==> src/rtl/time_disp_pkg.sv <==
// rtl/time_disp_pkg.sv - shared digit-index constants and 7-segment lookup for time_display_scan
package time_disp_pkg;

  localparam logic [2:0] IDX_SEC_ONES = 3'd0;
  localparam logic [2:0] IDX_SEC_TENS = 3'd1;
  localparam logic [2:0] IDX_MIN_ONES = 3'd2;
  localparam logic [2:0] IDX_MIN_TENS = 3'd3;
  localparam logic [2:0] IDX_HR_ONES  = 3'd4;
  localparam logic [2:0] IDX_HR_TENS  = 3'd5;

  localparam logic [6:0] SEG_BLANK = 7'h7F;
  localparam logic [6:0] SEG_DASH  = 7'b0111111;

  // Active-low {g,f,e,d,c,b,a}; codes above 9 never reach here but render blank.
  function automatic logic [6:0] seg_of_digit(input logic [3:0] d);
    case (d)
      4'd0:    seg_of_digit = 7'b1000000;
      4'd1:    seg_of_digit = 7'b1111001;
      4'd2:    seg_of_digit = 7'b0100100;
      4'd3:    seg_of_digit = 7'b0110000;
      4'd4:    seg_of_digit = 7'b0011001;
      4'd5:    seg_of_digit = 7'b0010010;
      4'd6:    seg_of_digit = 7'b0000010;
      4'd7:    seg_of_digit = 7'b1111000;
      4'd8:    seg_of_digit = 7'b0000000;
      4'd9:    seg_of_digit = 7'b0010000;
      default: seg_of_digit = SEG_BLANK;
    endcase
  endfunction

endpackage

==> src/rtl/time_display_scan_bin2bcd_6b.sv <==
// rtl/time_display_scan_bin2bcd_6b.sv - combinational 6-bit binary to tens/ones split with range flag
module bin2bcd_6b (
  input  logic [5:0] value,
  input  logic [5:0] max_value,
  output logic [3:0] tens,
  output logic [3:0] ones,
  output logic       out_of_range
);

  always_comb begin
    tens         = 4'(value / 6'd10);
    ones         = 4'(value % 6'd10);
    out_of_range = (value > max_value);
  end

endmodule

==> src/rtl/time_display_scan.sv <==
// rtl/time_display_scan.sv - six-digit multiplexed HH:MM:SS scanner; BLANK_LEADING_ZERO_EN blanks a zero hours-tens digit
module time_display_scan
  import time_disp_pkg::*;
#(
  parameter int SCAN_DIV = 1000
) (
  input  logic       Clk_scan,
  input  logic       reset,
  input  logic [5:0] seconds,
  input  logic [5:0] minutes,
  input  logic [5:0] hours,
  input  logic       display_hold,
  output logic [5:0] digit_an,
  output logic [6:0] seg,
  output logic       dp
);

`ifdef BLANK_LEADING_ZERO_EN
  localparam bit LZ_BLANK = 1'b1;
`else
  localparam bit LZ_BLANK = 1'b0;
`endif

  localparam logic [15:0] CNT_MAX = 16'(SCAN_DIV - 1);

  logic [15:0] cnt;
  logic [2:0]  idx;
  logic [5:0]  snap_sec, snap_min, snap_hr;

  logic [3:0] sec_tens, sec_ones, min_tens, min_ones, hr_tens, hr_ones;
  logic       sec_oor, min_oor, hr_oor;

  logic [3:0] digit;
  logic       dash;
  logic       lz_blank;
  logic [5:0] an_next;
  logic [6:0] seg_next;
  logic       dp_next;

  bin2bcd_6b u_sec (.value(snap_sec), .max_value(6'd59), .tens(sec_tens), .ones(sec_ones), .out_of_range(sec_oor));
  bin2bcd_6b u_min (.value(snap_min), .max_value(6'd59), .tens(min_tens), .ones(min_ones), .out_of_range(min_oor));
  bin2bcd_6b u_hr  (.value(snap_hr),  .max_value(6'd23), .tens(hr_tens),  .ones(hr_ones),  .out_of_range(hr_oor));

  always_comb begin
    digit    = 4'd0;
    dash     = 1'b0;
    lz_blank = 1'b0;
    case (idx)
      IDX_SEC_ONES: begin digit = sec_ones; dash = sec_oor; end
      IDX_SEC_TENS: begin digit = sec_tens; dash = sec_oor; end
      IDX_MIN_ONES: begin digit = min_ones; dash = min_oor; end
      IDX_MIN_TENS: begin digit = min_tens; dash = min_oor; end
      IDX_HR_ONES:  begin digit = hr_ones;  dash = hr_oor;  end
      IDX_HR_TENS: begin
        digit    = hr_tens;
        dash     = hr_oor;
        lz_blank = LZ_BLANK && (hr_tens == 4'd0);
      end
      default: ;
    endcase

    // Dash wins over leading-zero blanking so a bad hours value is always visible.
    if (dash)
      seg_next = SEG_DASH;
    else if (lz_blank)
      seg_next = SEG_BLANK;
    else
      seg_next = seg_of_digit(digit);

    an_next = ~(6'b000001 << idx);
    dp_next = ~(((idx == IDX_MIN_ONES) || (idx == IDX_HR_ONES)) && !snap_sec[0]);
  end

  always_ff @(posedge Clk_scan) begin
    if (!reset) begin
      cnt      <= '0;
      idx      <= IDX_SEC_ONES;
      snap_sec <= '0;
      snap_min <= '0;
      snap_hr  <= '0;
      digit_an <= 6'b111111;
      seg      <= SEG_BLANK;
      dp       <= 1'b1;
    end else begin
      if (cnt == CNT_MAX) begin
        cnt <= '0;
        idx <= (idx == IDX_HR_TENS) ? IDX_SEC_ONES : idx + 3'd1;
      end else begin
        cnt <= cnt + 16'd1;
      end

      if ((cnt == 16'd0) && (idx == IDX_SEC_ONES) && !display_hold) begin
        snap_sec <= seconds;
        snap_min <= minutes;
        snap_hr  <= hours;
      end

      // Slot start is a dark cycle so the previous digit's segments never ghost onto the next anode.
      if (cnt == 16'd0) begin
        digit_an <= 6'b111111;
        seg      <= SEG_BLANK;
        dp       <= 1'b1;
      end else begin
        digit_an <= an_next;
        seg      <= seg_next;
        dp       <= dp_next;
      end
    end
  end

endmodule

==> config.mk <==
export PLATFORM = sky130hd
export DESIGN_NAME = time_display_scan
export DESIGN_NICKNAME = d
export VERILOG_FILES = /design/src/rtl/time_disp_pkg.sv /design/src/rtl/time_display_scan_bin2bcd_6b.sv /design/src/rtl/time_display_scan.sv
export SDC_FILE = /design/constraint.sdc
export NUM_CORES = 1
export LEC_CHECK = 0
export BUFFER_PORTS_ARGS = -buffer_cell sky130_fd_sc_hd__buf_2
export CAP_MARGIN = 20
export CORE_ASPECT_RATIO = 1.25
export CORE_MARGIN = 2
export CORE_UTILIZATION = 35
export DETAILED_ROUTE_END_ITERATION = 8
export RECOVER_POWER = 25
export SLEW_MARGIN = 20
export SYNTH_ARGS = -nofsm -noshare
export SYNTH_HDL_FRONTEND = slang
export SYNTH_SLANG_ARGS = --single-unit
==> constraint.sdc <==
create_clock -name Clk_scan -period 9.5 [get_ports Clk_scan]
set_input_delay 0.95 -clock Clk_scan [delete_from_list [all_inputs] [get_ports Clk_scan]]
set_output_delay 0.95 -clock Clk_scan [all_outputs]
set_load 0.05 [all_outputs]
After elaboration in Yosys (flattened, before gate mapping)

Memories as Yosys holds them, arrays and structs flattened.
Cells that the tools add are included.

Register bits: 51
Bits in read-only memories: 112
Memories kept: 1
Word-level logic and storage cells: 49

Bitwise operators: 3
Add/sub/neg operators: 2
Muxes and demuxes: 4
Eq/ne operators: 6
Reduce and logical (&&, ||, !) cells: 14
$lt $le $gt $ge: 3
Div/mod/pow operators: 6
Shift operators: 1

Memory list:

| memory          | depth | width | rd ports | clocked after Yosys merged registers in | write ports | RTL line            | RTL |
|---|---|---|---|---|---|---|---|
| (no name shown) | 16    | 7     | 1        | 0                                       | 0           | time_disp_pkg.sv:16 | `case (d)` |

Operators with widths:

| cell                  | count |
|---|---|
| $pmux 4 s6            | 1 |
| $div 6x4->6 const B   | 3 |
| $mod 6x4->6 const B   | 3 |
| $add 16x1->16 const B | 1 |
| $eq 16x10->1 const B  | 1 |
| $logic_not 16->1      | 1 |
| $gt 6x6->1 const B    | 2 |
| $reduce_or 2->1       | 5 |
| $mux 7                | 1 |
| $eq 3x2->1 const B    | 2 |
| $eq 3x3->1 const B    | 2 |
| $gt 6x5->1 const B    | 1 |
| $not 6->6             | 1 |
| $shl 1x3->6 const A   | 1 |
| $add 3x1->3 const B   | 1 |
| $eq 3x1->1 const B    | 1 |
| $logic_and 1x1->1     | 3 |
| $logic_not 3->1       | 1 |
| $mux 3                | 1 |
| $pmux 1 s3            | 1 |
| $reduce_or 3->1       | 1 |
| $logic_not 1->1       | 2 |
| $not 1->1             | 2 |
| $logic_or 1x1->1      | 1 |

Longest topological paths before layout

Word-level depth: 4
Depth in mapped cells: 17

By module

From an unflattened synthesis, not the netlist that was laid out.

Cell total of the unflattened synthesis: 460
Area, all modules: 3,673.5 µm²

Modules (own cells, without submodules):

| module                 | sequential area each (µm²) | area an instance (µm²) | cells each | instances |
|---|---|---|---|---|
| time_display_scan      | 1,021.0                    | 2,349.8                | 261        | 1 |
| bin2bcd_6b at u_hr ... | 0.0                        | 429.2                  | 68         | 2 |
| bin2bcd_6b at u_sec    | 0.0                        | 465.4                  | 63         | 1 |

Least setup slack after synthesis

No wires, ideal clock.

Kind: register to register
Start: register idx[1]
End: register seg[5]
Buffers on the path: 0
Library setup time: 0.095 ns
Required time: 9.405 ns
Stages on the path, launching flop included: 15
Path slack: 6.134 ns
Arrival time: 3.271 ns
Path through: dfxtp_1 xor2_1 a21oi_1 or2_1 clkinv_2 ha_1 or3b_4 a211oi_1 or2_1 o21ai_0 o31a_1 o22ai_1 inv_1 ha_1 o311ai_1

Word-level cells in the longest chain between the ends: 4
Elaborated cells on any way between the ends: 13
Classes of those cells: eq/ne: 5; mux: 2; reduce/logical: 5; memory: 1

Ends and longest elaborated chain:

| element                                              | RTL line                 | RTL |
|---|---|---|
| start, declared                                      | time_display_scan.sv:27  | `logic [2:0] idx;` |
| start signal, assigned                               | time_display_scan.sv:87  | `idx <= (idx == IDX_HR_TENS) ? IDX_SEC_ONES : idx + 3'd1;` |
| branches (longest 4 deep; another with $mem_v2 16x7) | n/a                      |  |
| end signal, assigned                                 | time_display_scan.sv:105 | `seg <= seg_next;` |
| end, declared                                        | time_display_scan.sv:14  | `output logic [6:0] seg,` |

Several ways; the timed one is not identified.
A chain may end at the register's enable or synchronous reset.

Final worst setup path

Start: register idx[0]
End: register seg[5]

Same word-level chain as after synthesis.

==> results.sh <==
export IMPL_antenna_left=0
export IMPL_vias_per_cell=5.43
export IMPL_drive_above_1_share=0.182
export IMPL_setup_viol=0
export IMPL_power_density_mw_per_mm2=143
export IMPL_worstPathCellList="inv_1, a21oi_1, or2_1, clkinv_2, ha_1, or3b_4, a22oi_1, o211ai_1, o21ai_0, o31a_1, o22ai_1, inv_1, ha_1, o311ai_1"
export IMPL_num_antenna_cells=0
export IMPL_ys_seq_area_frac=0.341
export IMPL_cpMaxStageDelayCell="dfxtp_1"
export IMPL_use_met3=0.0276
export IMPL_slowest_delay_ps=870
export IMPL_p_total_uw=470
export IMPL_fin_crit_sh=0.434
export IMPL_leakagePower_nw=1.16
export IMPL_p_seq_frac=0.498
export IMPL_hold_ws_ps=465
export IMPL_insertion_delay_ps=310
export IMPL_final_net_count=391
export IMPL_min_path_cells=1
export IMPL_ys_types=72
export IMPL_overflow=0
export IMPL_ir_drop_v=0.0000554
export IMPL_post_dp_cell_area_mm2=0.00321
export IMPL_synth_area_per_cell_um2=9.03
export IMPL_worstSetupEndpointType="flop"
export IMPL_synth_top_area_cell="dfxtp_1"
export IMPL_grt_max_degree=27
export IMPL_r2r_cells=14
export IMPL_cp_depth=14
export IMPL_wl_per_cell_um=14.7
export IMPL_cp_max_fo=21
export IMPL_clock_fmax_mhz=242
export IMPL_internal_power_uw=319
export IMPL_ys_top_cells_by_area="dfxtp_1 34%, mux2i_1 7.3%, nor2b_1 4.0%"
export IMPL_path_delay_family="compound AO/OA/AOI/OAI gates"
export IMPL_crit_type="flop to flop"
export IMPL_syn_to_final_growth_pct=9.77
export IMPL_p_clk_frac=0.282
export IMPL_startpoint="idx[0]"
export IMPL_hold_viol_final=0
export IMPL_worst_pin_slew_ps=904
export IMPL_grt_use_total=0.149
export IMPL_drt_pass1_iterations=4
export IMPL_status="complete, no violations"
export IMPL_antenna_found_initial=0
export IMPL_netlist_area_mm2=0.00300
export IMPL_ys_flop_type="dfxtp_1"
export IMPL_cts_resized=0
export IMPL_drtIter0Drc=151
export IMPL_portBuffers=34
export IMPL_maxCapViolations=0
export IMPL_synth_net_count=362
export IMPL_synth_most_common_cell="dfxtp_1"
export IMPL_hp_class="flop to flop"
export IMPL_cts_buffers=5
export IMPL_dp_hpwl_um=5080
export IMPL_setup_tns_ps=0
export IMPL_cts_root_buffer_cell="clkbuf_8"
export IMPL_core_area_mm2=0.00829
export IMPL_grt_busiest_layer="met2"
export IMPL_synth_edf_count=0
export IMPL_synthArstFlopShare=0
export IMPL_hold_buffers=0
export IMPL_clk_path_buf_depth=2
export IMPL_combPwrFrac=0.220
export IMPL_ys_ff_latch=51
export IMPL_grt_pass1_wl_um=11200
export IMPL_gr_usage_met1=0.178
export IMPL_switching_power_uw=151
export IMPL_path_clk_slew_ps=90
export IMPL_synth_cells=332
export IMPL_synthTopCellsByCount="51 x dfxtp_1, 30 x nor2_1, 25 x nand2_1, 22 x mux2i_1, 19 x nor2b_1"
export IMPL_p_sw_frac=0.321
export IMPL_stdcell_area_mm2=0.00329
export IMPL_place_gp_congestion=0.919
export IMPL_fp_row_count=37
export IMPL_hp_start="cnt[0]"
export IMPL_drt_wl_total_um=6730
export IMPL_postCtsSetupRepairBufs=0
export IMPL_fin_crit_ps=4130
export IMPL_floorplan_die_height_um=107
export IMPL_initial_core_util=0.362
export IMPL_synth_top_cell_area_share=0.341
export IMPL_cp_arrival_ps=4340
export IMPL_yosysWarnings=0
export IMPL_cts_sinks=51
export IMPL_clock_skew_ps=13.1
export IMPL_rsz0062_at_grt="false"
export IMPL_cts_max_level=2
export IMPL_startpoint_type="flop"
export IMPL_r2r_start="idx[0]"
export IMPL_drv_slew=0
export IMPL_design_die_area_mm2=0.00932
export IMPL_max_slew_margin_rel=0.397
export IMPL_die_w_um=86.8
export IMPL_cts_tree="built"
export IMPL_drc=0
export IMPL_first_global_vias=2332
export IMPL_vias=2491
export IMPL_io_pins=35
export IMPL_required_ps=9720
export IMPL_globalRouteMet2Util=0.265
export IMPL_crit_buf_inv=3
==> worst paths after layout <==
path / slack (ps) / end
setup / recovery: 5370 / seg[5]
hold / removal: 470 / cnt[0]
setup reg to reg: 5370 / seg[5]
hold reg to reg: 470 / cnt[0]
==> cells by family after synthesis <==
logic type / Yosys count / synth area share
DFF: 51 / 0.341
xor gates and xnor gates: 15 / 0.0463
and+or+nand+nor: 145 / 0.272
muxes: 22 / 0.0735
adders and majority gates: 10 / 0.0409
buffers and inverters: 23 / 0.0463
AOI/OAI and AO/OA: 66 / 0.180
==> flip-flops by register name, indices dropped and copies added, names as in the netlist <==
| signal | count |
|---|---|
| cnt | 16 |
| seg | 7 |
| digit_an | 6 |
| snap_hr | 6 |
| snap_min | 6 |
| snap_sec | 6 |
| idx | 3 |
| dp | 1 |
==> layer usage <==
layer / wire length [µm] / vias up
li1: - / 1266
met1: 2990 / 1161
met2: 3420 / 58
met3: 237 / 6
met4: 91 / 0
met5: 0 / -
==> area by class of cell <==
cell class,instances,area [µm²]
well taps,97,121
flip-flops and latches,51,1020
repair buffers,35,166
multi-input cells,258,1840
clock inverters,3,26.3
fillers,847,5000
clock buffers,5,68.8
inverters,10,43.8
==> power groups by stage <==
stage | Clock (mW) | Sequential [mW] | Combinational [mW]
global route | 0.149 | 0.236 | 0.113
detailed placement | 0 | 0.239 | 0.105
CTS | 0.139 | 0.234 | 0.105
finish | 0.133 | 0.234 | 0.104
floorplan | 0 | 0.255 | 0.0648
global placement | 0 | 0.239 | 0.103
==> metrics by stage <==
| step | util | std cells | worst slack [ps] |
|---|---|---|---|
| floorplan | - | 332 | 6130 |
| global placement | 0.387 | 451 | 5550 |
| detailed placement | 0.387 | 451 | 5400 |
| CTS | 0.398 | 459 | 5380 |
| global route | 0.397 | 459 | 4960 |
| finish | 0.397 | 459 | 5370 |
==> placed cells by master, fill, tap and decap left out, types with 3 or more instances in the layout <==
cell type  count
a211o_1        3
a211oi_1       3
a21o_2         3
a21oi_1       11
a221o_1        5
and2_1         3
and3_1         7
buf_2         25
clkbuf_1       9
clkbuf_8       5
dfxtp_1       51
ha_1           9
inv_1          8
mux2i_1       22
nand2_1       25
nand2b_1       3
nand3_1       14
nand4_1        8
nor2_1        30
nor2b_1       19
nor3_1         8
nor4_1         3
o21ai_0        8
o22a_2         3
xnor2_1        6
xor2_1         8
Power figures use the tool's default switching activity.
